`config.mk`:
```
export PLATFORM = sky130hd
export DESIGN_NAME = answer_display
export DESIGN_NICKNAME = d
export VERILOG_FILES = /design/src/rtl/answer_display_pkg.sv /design/src/rtl/bin2bcd_seq.sv /design/src/rtl/answer_display.sv
export SDC_FILE = /design/constraint.sdc
export NUM_CORES = 1
export LEC_CHECK = 0
export BUFFER_PORTS_ARGS = -buffer_cell sky130_fd_sc_hd__clkbuf_2
export CAP_MARGIN = 5
export CORE_UTILIZATION = 55
export DETAILED_ROUTE_END_ITERATION = 16
export GPL_ROUTABILITY_DRIVEN = 0
export PLACE_DENSITY_LB_ADDON = 0.12
export SETUP_SLACK_MARGIN = 0.15
export SYNTH_ARGS = -nofsm -noshare
export SYNTH_HDL_FRONTEND = slang
export SYNTH_SLANG_ARGS = --single-unit
```
`constraint.sdc`:
```
create_clock -name clk -period 3.7 [get_ports clk]
set_input_delay 0.74 -clock clk [delete_from_list [all_inputs] [get_ports clk]]
set_output_delay 0.74 -clock clk [all_outputs]
set_load 0.01 [all_outputs]
```
`src/rtl/answer_display_pkg.sv`:
```
// Shared types for the answer display: glyph codes, FSM states and the segment lookup.
// Pure definitions; no clocked logic and no flow control.
package answer_display_pkg;

    localparam int BCD_W = 40;

    typedef enum logic [3:0] {
        G_D0 = 4'd0, G_D1, G_D2, G_D3, G_D4, G_D5, G_D6, G_D7, G_D8, G_D9,
        G_BLANK, G_MINUS, G_E, G_R, G_F, G_L
    } glyph_t;

    localparam glyph_t G_O = G_D0;

    typedef enum logic [1:0] {S_IDLE, S_LOAD, S_SHIFT, S_COMMIT} state_t;

    // Segment order {g,f,e,d,c,b,a}, active-low.
    function automatic logic [6:0] glyph_to_seg(input glyph_t g);
        logic [6:0] s;
        case (g)
            G_D0:    s = 7'h40;
            G_D1:    s = 7'h79;
            G_D2:    s = 7'h24;
            G_D3:    s = 7'h30;
            G_D4:    s = 7'h19;
            G_D5:    s = 7'h12;
            G_D6:    s = 7'h02;
            G_D7:    s = 7'h78;
            G_D8:    s = 7'h00;
            G_D9:    s = 7'h10;
            G_MINUS: s = 7'h3F;
            G_E:     s = 7'h06;
            G_R:     s = 7'h2F;
            G_F:     s = 7'h0E;
            G_L:     s = 7'h47;
            default: s = 7'h7F;
        endcase
        return s;
    endfunction

endpackage

```
`src/rtl/bin2bcd_seq.sv`:
```
// Sequential double-dabble: start loads |value|, 32 shift cycles follow; done marks the last shift.
// bcd_o holds the final result from the cycle after done until the next start; no backpressure.
module bin2bcd_seq
    import answer_display_pkg::*;
#(
    parameter bit SIGNED_MODE = 1'b1
) (
    input  logic             clk,
    input  logic             rst_n,
    input  logic             start_i,
    input  logic [31:0]      value_i,
    output logic             done_o,
    output logic [BCD_W-1:0] bcd_o
);

    logic [31:0]      mag_q;
    logic [BCD_W-1:0] bcd_q;
    logic [BCD_W-1:0] adj_d;
    logic [4:0]       cnt_q;
    logic             act_q;

    always_comb begin
        adj_d = bcd_q;
        for (int i = 0; i < BCD_W / 4; i++) begin
            if (bcd_q[4*i +: 4] >= 4'd5) adj_d[4*i +: 4] = bcd_q[4*i +: 4] + 4'd3;
        end
    end

    always_ff @(posedge clk or negedge rst_n) begin
        if (!rst_n) begin
            mag_q <= '0;
            bcd_q <= '0;
            cnt_q <= '0;
            act_q <= 1'b0;
        end else if (start_i) begin
            mag_q <= (SIGNED_MODE && value_i[31]) ? (32'd0 - value_i) : value_i;
            bcd_q <= '0;
            cnt_q <= '0;
            act_q <= 1'b1;
        end else if (act_q) begin
            {bcd_q, mag_q} <= {adj_d[BCD_W-2:0], mag_q, 1'b0};
            cnt_q          <= cnt_q + 5'd1;
            if (cnt_q == 5'd31) act_q <= 1'b0;
        end
    end

    assign done_o = act_q && (cnt_q == 5'd31);
    assign bcd_o  = bcd_q;

endmodule

```
`src/rtl/answer_display.sv`:
```
// Converts the calculator answer to decimal glyphs and scans an 8-digit common-anode display.
// A new value commits 35 cycles after it changes ("Err" in 3); a change during conversion restarts it.
module answer_display
    import answer_display_pkg::*;
#(
    parameter int REFRESH_DIV = 100000,
    parameter bit SIGNED_MODE = 1'b1,
    parameter bit ERR_CODE_EN = 1'b1
) (
    input  logic        clk,
    input  logic        reset,
    input  logic [31:0] value,
    output logic [6:0]  seg,
    output logic        dp,
    output logic [7:0]  an,
    output logic        busy,
    output logic        overflow
);

    localparam int CNT_W = (REFRESH_DIV > 1) ? $clog2(REFRESH_DIV) : 1;
    localparam logic [7:0][3:0] DISP_RST = {{7{4'(G_BLANK)}}, 4'(G_D0)};
    localparam logic [7:0][3:0] DISP_ERR = {{5{4'(G_BLANK)}}, 4'(G_E), 4'(G_R), 4'(G_R)};
    localparam logic [7:0][3:0] DISP_OFL = {{5{4'(G_BLANK)}}, 4'(G_O), 4'(G_F), 4'(G_L)};

    state_t           state_q;
    logic [31:0]      cap_q;
    logic             err_q, busy_q, ovf_q;
    logic [7:0][3:0]  disp_q;
    logic [7:0][3:0]  fmt_d;
    logic [CNT_W-1:0] rcnt_q;
    logic [2:0]       idx_q;
    logic [7:0]       an_q;
    logic [6:0]       seg_q;
    logic [BCD_W-1:0] bcd;
    logic             done, start, is_err, neg, oor;
    int               msd;

    assign is_err = ERR_CODE_EN && (cap_q == 32'hFFFF_FFFF);
    assign neg    = SIGNED_MODE && cap_q[31];
    assign start  = (state_q == S_LOAD) && !is_err;

    bin2bcd_seq #(.SIGNED_MODE(SIGNED_MODE)) u_bcd (
        .clk     (clk),
        .rst_n   (reset),
        .start_i (start),
        .value_i (cap_q),
        .done_o  (done),
        .bcd_o   (bcd)
    );

    // Negative values get one digit less so the minus sign still fits.
    assign oor = neg ? (bcd[39:28] != 12'd0) : (bcd[39:32] != 8'd0);

    always_comb begin
        msd = 0;
        for (int i = 1; i < 8; i++) begin
            if (bcd[4*i +: 4] != 4'd0) msd = i;
        end
        for (int i = 0; i < 8; i++) begin
            if (i <= msd)                     fmt_d[i] = bcd[4*i +: 4];
            else if (neg && (i == msd + 1))   fmt_d[i] = 4'(G_MINUS);
            else                              fmt_d[i] = 4'(G_BLANK);
        end
    end

    always_ff @(posedge clk or negedge reset) begin
        if (!reset) begin
            state_q <= S_IDLE;
            cap_q   <= '0;
            err_q   <= 1'b0;
            busy_q  <= 1'b0;
            ovf_q   <= 1'b0;
            disp_q  <= DISP_RST;
        end else begin
            case (state_q)
                S_IDLE: if (value != cap_q) begin
                    cap_q   <= value;
                    busy_q  <= 1'b1;
                    state_q <= S_LOAD;
                end
                S_LOAD: begin
                    err_q   <= is_err;
                    state_q <= is_err ? S_COMMIT : S_SHIFT;
                end
                S_SHIFT: if (done) state_q <= S_COMMIT;
                default: begin
                    // Latest value wins: a result for a stale capture is dropped.
                    if (value != cap_q) begin
                        cap_q   <= value;
                        state_q <= S_LOAD;
                    end else begin
                        disp_q  <= err_q ? DISP_ERR : (oor ? DISP_OFL : fmt_d);
                        ovf_q   <= !err_q && oor;
                        busy_q  <= 1'b0;
                        state_q <= S_IDLE;
                    end
                end
            endcase
        end
    end

    always_ff @(posedge clk or negedge reset) begin
        if (!reset) begin
            rcnt_q <= '0;
            idx_q  <= '0;
            an_q   <= 8'hFF;
            seg_q  <= 7'h7F;
        end else begin
            if (rcnt_q == CNT_W'(REFRESH_DIV - 1)) begin
                rcnt_q <= '0;
                idx_q  <= idx_q + 3'd1;
            end else begin
                rcnt_q <= rcnt_q + CNT_W'(1);
            end
            an_q  <= ~(8'd1 << idx_q);
            seg_q <= glyph_to_seg(glyph_t'(disp_q[idx_q]));
        end
    end

    assign seg      = seg_q;
    assign an       = an_q;
    assign dp       = 1'b1;
    assign busy     = busy_q;
    assign overflow = ovf_q;

endmodule

```
==> impl_metrics.ini, run 1 <==
[outcome]
status = complete, no violations

[timing]
skew_ns = 0.0146
setup_viol_count_final = 0
hold_viol = 0
finalCriticalPeriod_ns = 3.17
tightest_slew_ns = 1.09
timing.final.crit_share = 0.857
rsz0062_at_grt = no
final_max_slew_viol_count = 0
timing.setup.tns_ns = 0
maxSlewHeadroom = 0.274
max_freq_mhz = 315

[final_layout]
drive_above_1_share = 0.190
area_delta_synth_final_pct = 9.20
n_antenna_cell = 0
stdcell_count = 1286
fin_nets = 1119

[placement]
io_buffers = 50
hpwl_um = 15400
numPlacedInstances = 1254

[clocking]
cts_root_buf = clkbuf_16
clk_path_buf_depth = 2
clk_latency_ns = 0.45
cts_buffers = 17
cts-hold-fix-buffers = 0
clkTransAtPathRegs_ns = 0.07
cts_tree = yes
htree_levels = 4
cts_sinks = 182

[synthesis]
synthFlopType = dfrtp_1
synth.distinct_cells = 70
netlist_area_um2 = 10600
synth_edf_count = 0
async_flop_share = 1.00
ys_ff_latch = 182
yosysWarnings = 0
ys_seq_area_frac = 0.434
syn_avg_cell_area_um2 = 10.4
synth_cells = 1016
synth.net_count = 1096

[route]
drtAntennaViolNets = 0
wl_per_cell_um = 17.1
drc = 0
drt_iter0_drc = 382
via_per_inst = 5.72
num_vias = 7355
wl_um = 21900
drt-pass1-iter-count = 8

[worst_setup_path]
startpoint_type = flop
rrSetupSlack_ns = 0.53
arrival_ns = 3.55
endpoint_kind = flop
rr_endpoint = disp_q[12]$_DFFE_PN0P_
reg2reg_depth = 11
cp_max_fo = 5
r2r-start = u_bcd.bcd_o[21]$_DFFE_PN0P_
cp.required_ns = 4.07
critical_path_class = reg2reg

[die]
die_y_um = 141
start_util = 0.564
fp.dieW_um = 141
num_rows = 50
die-area_um2 = 19800
core_area_um2 = 18800
io_pins = 52

[global_routing]
grt_max_degree = 88
overflow = 0
antenna_found_initial = 0
grt_pass1_wl_um = 37000
grt_pass1_vias = 7132
grt_usage = 0.236

[power_and_ir_drop]
powerDensity_nw_per_um2 = 348
vdd_ir_drop_max_uv = 324
power.leakage_uw = 0.00525

[worst_hold_path]
hold_class = in2async

[job]
maxCapViolCount = 0
[placed cells by master (no fill, tap or decap), types with 34 or more instances in the layout]
| master | Yosys | routed |
|---|---|---|
| a21oi_1 | 67 | 67 |
| clkbuf_2 | 0 | 49 |
| dfrtp_1 | 153 | 152 |
| ha_1 | 46 | 46 |
| inv_1 | 49 | 49 |
| mux2_2 | 34 | 34 |
| mux2i_1 | 52 | 52 |
| nand2_1 | 55 | 55 |
| nor2_1 | 62 | 62 |
| o21ai_0 | 36 | 36 |
| xnor2_1 | 53 | 53 |
| xor2_1 | 38 | 38 |
[per-stage QoR]
stage / utilization / hold WS (ns) / total power (uW) / area (um2) / setup slack [ns]
2_1_floorplan: - / 0.444 / 2180 / 10600 / 1.05
3_3_place_gp: 0.584 / 0.456 / 2270 / 11000 / 0.663
3_5_place_dp: 0.584 / 0.461 / 2270 / 11000 / 0.547
4_1_cts: 0.615 / 0.385 / 4050 / 11500 / 0.504
5_1_grt: 0.615 / 0.419 / 4160 / 11500 / 0.259
6_report: 0.615 / 0.370 / 4020 / 11500 / 0.527
[synthesized netlist by cell type, types with 3 or more instances]
cell type  instances  share of area
dfrtp_1          153           0.36
a21oi_1           67          0.032
nor2_1            62          0.022
nand2_1           55          0.020
xnor2_1           53          0.044
mux2i_1           52          0.049
inv_1             49          0.017
ha_1              46          0.054
xor2_1            38          0.031
o21ai_0           36          0.017
mux2_2            34          0.036
a211oi_1          32          0.023
nand3_1           30          0.014
clkbuf_1          29          0.010
dfstp_2           29          0.072
nor2b_1           28          0.017
buf_2             22          0.010
nand4_1           21          0.012
mux2_1            20          0.021
nand2b_1          14         0.0083
nor3b_1           14         0.0099
o31ai_1           11         0.0078
mux4_2             9          0.019
or3_1              9         0.0053
nor3_1             8         0.0038
o41ai_1            8         0.0066
and3_1             7         0.0041
nor4_1             6         0.0035
o211ai_1           6         0.0043
a31oi_1            4         0.0024
buf_6              4         0.0043
clkbuf_8           4         0.0052
or2_2              4         0.0024
buf_1              3         0.0011
o41ai_2            3         0.0046
[report_power, final]
| part | internal [uW] | switching, uW | total, uW |
|---|---|---|---|
| Combinational | 79.4 | 106 | 185 |
| Clock | 905 | 884 | 1790 |
| Sequential | 2010 | 42.1 | 2050 |
[state kept, by name, indices dropped and copies added (netlist names)]
name         count
u_bcd.act_q      1
disp_q          32
seg              7
u_bcd.bcd_o     40
rcnt_q          17
state_q          2
u_bcd.mag_q     32
idx_q            3
overflow         1
busy             1
err_q            1
an               8
u_bcd.cnt_q      5
cap_q           32
[worst max-delay path by stage]
| stage | from | to | slack [ns] | cells after the start |
|---|---|---|---|---|
| finish | u_bcd.bcd_o[21]$_DFFE_PN0P_ | disp_q[12]$_DFFE_PN0P_ | 0.53 | 11 |
| global route | u_bcd.bcd_o[12]$_DFFE_PN0P_ | disp_q[12]$_DFFE_PN0P_ | 0.26 | 11 |
| CTS | u_bcd.bcd_o[28]$_DFFE_PN0P_ | disp_q[12]$_DFFE_PN0P_ | 0.50 | 11 |
| detailed placement | u_bcd.bcd_o[28]$_DFFE_PN0P_ | disp_q[12]$_DFFE_PN0P_ | 0.55 | 11 |
| global placement | u_bcd.bcd_o[24]$_DFFE_PN0P_ | disp_q[12]$_DFFE_PN0P_ | 0.66 | 11 |
| floorplan | u_bcd.bcd_o[12]$_DFFE_PN0P_ | disp_q[4]$_DFFE_PN0P_ | 1.05 | 10 |
[worst max-delay path, cell delays in order, from the launching register on]
cell	delay [ns]
dfrtp_1	0.39
inv_1	0.12
ha_1	0.24
nor3b_1	0.52
o311a_1	0.31
or2_2	0.14
a21oi_1	0.08
ha_1	0.35
nor3_1	0.41
nand2_1	0.11
o41ai_1	0.24
mux2_1	0.19
[metal layers]
layer / vias up / GRT usage / wire (um)
li1: 3637 / - / -
met1: 3563 / 0.343 / 10800
met2: 136 / 0.372 / 10200
met3: 19 / 0.0313 / 643
met4: 0 / 0.0635 / 245
met5: - / 0 / 0
[area by class of cell]
type                    count  area, um2
inverters                  50        188
clock buffers              17        425
flip-flops and latches    182       4590
well taps                 234        293
repair buffers             67        399
multi-input cells         721       5500
clock inverters            15        155
fillers                  1544       7220
[cell families (layout without fill, tap and decap cells)]
group,after synthesis,in the layout,share of synthesized area
xor+xnor,91,91,0.0754
fa+ha+maj,46,46,0.0544
flops,182,182,0.434
buf+inv,113,149,0.0497
simple gates,278,278,0.144
compound gates,189,189,0.115
other cells,1,1,0.000355
mux,116,116,0.127
[what timing repair did]
| item | CTS | global route |
|---|---|---|
| endpoints found under the setup margin | 0 | 1 |
| setup buffers | 0 | 0 |
| resized for setup | 0 | 3 |
Note: power is estimated with default switching activity, not from simulation.
==> inputs of run 2 (changes only) <==
--- a/config.mk
+++ b/config.mk
@@ -8,9 +8,10 @@
 export BUFFER_PORTS_ARGS = -buffer_cell sky130_fd_sc_hd__clkbuf_2
 export CAP_MARGIN = 5
 export CORE_UTILIZATION = 55
+export CTS_BUF_LIST = sky130_fd_sc_hd__clkbuf_8
 export DETAILED_ROUTE_END_ITERATION = 16
 export GPL_ROUTABILITY_DRIVEN = 0
-export PLACE_DENSITY_LB_ADDON = 0.12
+export PLACE_DENSITY_LB_ADDON = 0.05
 export SETUP_SLACK_MARGIN = 0.15
 export SYNTH_ARGS = -nofsm -noshare
 export SYNTH_HDL_FRONTEND = slang
==> run 2 against run 1 <==
Net effect:
- clock power decreased by 20%
- sequential power about the same
- critical path type unchanged
- total power decreased by 9.0%
- worst hold slack got worse by 0.10 ns
- critical path depth unchanged
- sequential share of layout area increased by 0.65 points
- fmax decreased by 0.59%
- wire length increased by 3.0%
- largest cell class unchanged
- via count increased by 1.2%
- setup slack got worse by 0.019 ns
- clock skew increased by 0.00069 ns
- design area decreased by 1.6%
==> impl_metrics.ini, run 2 (synthesized netlist as in run 1, its figures left out) <==
[outcome]
status = complete, no violations

[worst_setup_path]
path_buf_inv = 1
crit_family = simple AND/OR/NAND/NOR gates
slowest_delay_ns = 0.45
r2r-start = u_bcd.bcd_o[25]$_DFFE_PN0P_
cp.required_ns = 4.10
rrSetupSlack_ns = 0.51
path_cells = inv_1 -> ha_1 -> nor3b_1 -> nand2_1 -> a31oi_1 -> a21oi_1 -> ha_1 -> nor3_1 -> nand2_1 -> o41ai_1 -> mux2_1
critical_path_class = reg2reg
rr_endpoint = disp_q[12]$_DFFE_PN0P_
startpoint_type = flop
reg2reg_depth = 11
arrival_ns = 3.60
endpoint_kind = flop
cp_max_fo = 5
worst_path_max_delay_cell = nor3b_1

[timing]
timing.final.crit_share = 0.863
rsz0062_at_grt = no
final_max_slew_viol_count = 0
hold_viol = 0
maxSlewHeadroom = 0.390
finalCriticalPeriod_ns = 3.19
tightest_slew_ns = 0.915
skew_ns = 0.0153
max_freq_mhz = 313
timing.setup.tns_ns = 0
hold_slack_ns = 0.271
setup_viol_count_final = 0

[final_layout]
n_antenna_cell = 0
layout_common_cells = 152 x dfrtp_1, 67 x a21oi_1, 62 x nor2_1
drive_above_1_share = 0.185
mostFrequentLayoutCell = dfrtp_1
largest_reg_flops = 40
n_fill_cell = 1597
fin_nets = 1116
post-route-util = 0.605
area_delta_synth_final_pct = 7.44

[route]
wl_per_cell_um = 17.6
drtAntennaViolNets = 0
drc = 0
num_vias = 7442
drt_iter0_drc = 403
wl_um = 22600
via_per_inst = 5.80
drt-pass1-iter-count = 5

[power_and_ir_drop]
powerDensity_nw_per_um2 = 322
power.leakage_uw = 0.00515
total_power_uw = 3660
vdd_ir_drop_max_uv = 243

[job]
maxCapViolCount = 0

[die]
start_util = 0.564
io_pins = 52
fp.dieW_um = 141
die-area_um2 = 19800
core_area_um2 = 18800
num_rows = 50
die_y_um = 141

[clocking]
cts_buffers = 17
clk_path_buf_depth = 2
htree_levels = 4
cts_tree = yes
cts_root_buf = clkbuf_8
clkTransAtPathRegs_ns = 0.11
clk_latency_ns = 0.47
cts_resized = 0
cts-hold-fix-buffers = 0
cts_sinks = 182
postCtsSetupRepairBufs = 0

[placement]
io_buffers = 50
hpwl_um = 15800

[global_routing]
grt_pass1_wl_um = 37400
grt_max_degree = 84
grt_pass1_vias = 7135
overflow = 0
antenna_found_initial = 0
grt_usage = 0.241

[worst_hold_path]
hold_class = in2async
[run 2: worst max path at each step]
stage / slack, ns / from / cells after the start / endpoint
global route: 0.20 / u_bcd.bcd_o[29]$_DFFE_PN0P_ / 11 / disp_q[12]$_DFFE_PN0P_
global placement: 0.73 / value[3] / 6 / overflow$_DFFE_PN0P_
CTS: 0.60 / u_bcd.bcd_o[28]$_DFFE_PN0P_ / 11 / disp_q[12]$_DFFE_PN0P_
floorplan: 1.05 / u_bcd.bcd_o[12]$_DFFE_PN0P_ / 10 / disp_q[4]$_DFFE_PN0P_
detailed placement: 0.63 / u_bcd.bcd_o[28]$_DFFE_PN0P_ / 11 / disp_q[12]$_DFFE_PN0P_
finish: 0.51 / u_bcd.bcd_o[25]$_DFFE_PN0P_ / 11 / disp_q[12]$_DFFE_PN0P_
[run 2: layout make-up]
cell class / count / area [um2] / share of cell area
repair buffers: 64 / 389 / 0.0342
multi-input cells: 721 / 5480 / 0.482
flip-flops and latches: 182 / 4590 / 0.404
well taps: 234 / 293 / 0.0258
inverters: 50 / 188 / 0.0165
clock inverters: 15 / 186 / 0.0164
clock buffers: 17 / 234 / 0.0206
[run 2: routing by layer]
layer,share of wire,GRT usage,up-vias
met1,0.47,0.338,3656
met3,0.038,0.0486,24
met5,0,0,-
met4,0.016,0.0635,0
met2,0.47,0.385,141
li1,-,-,3621
[run 2: power by group]
part,internal (uW),switching [uW]
Clock,628,801
Sequential,2010,42.0
Combinational,78.8,104
Total,2710,947
[run 2: per-stage QoR]
step,worst slack (ns),instances,instance area [um2]
after floorplan,1.05,1016,10600
after global placement,0.729,1251,10900
after detailed placement,0.626,1251,10900
after CTS,0.601,1283,11400
after global routing,0.204,1283,11400
final,0.508,1283,11400
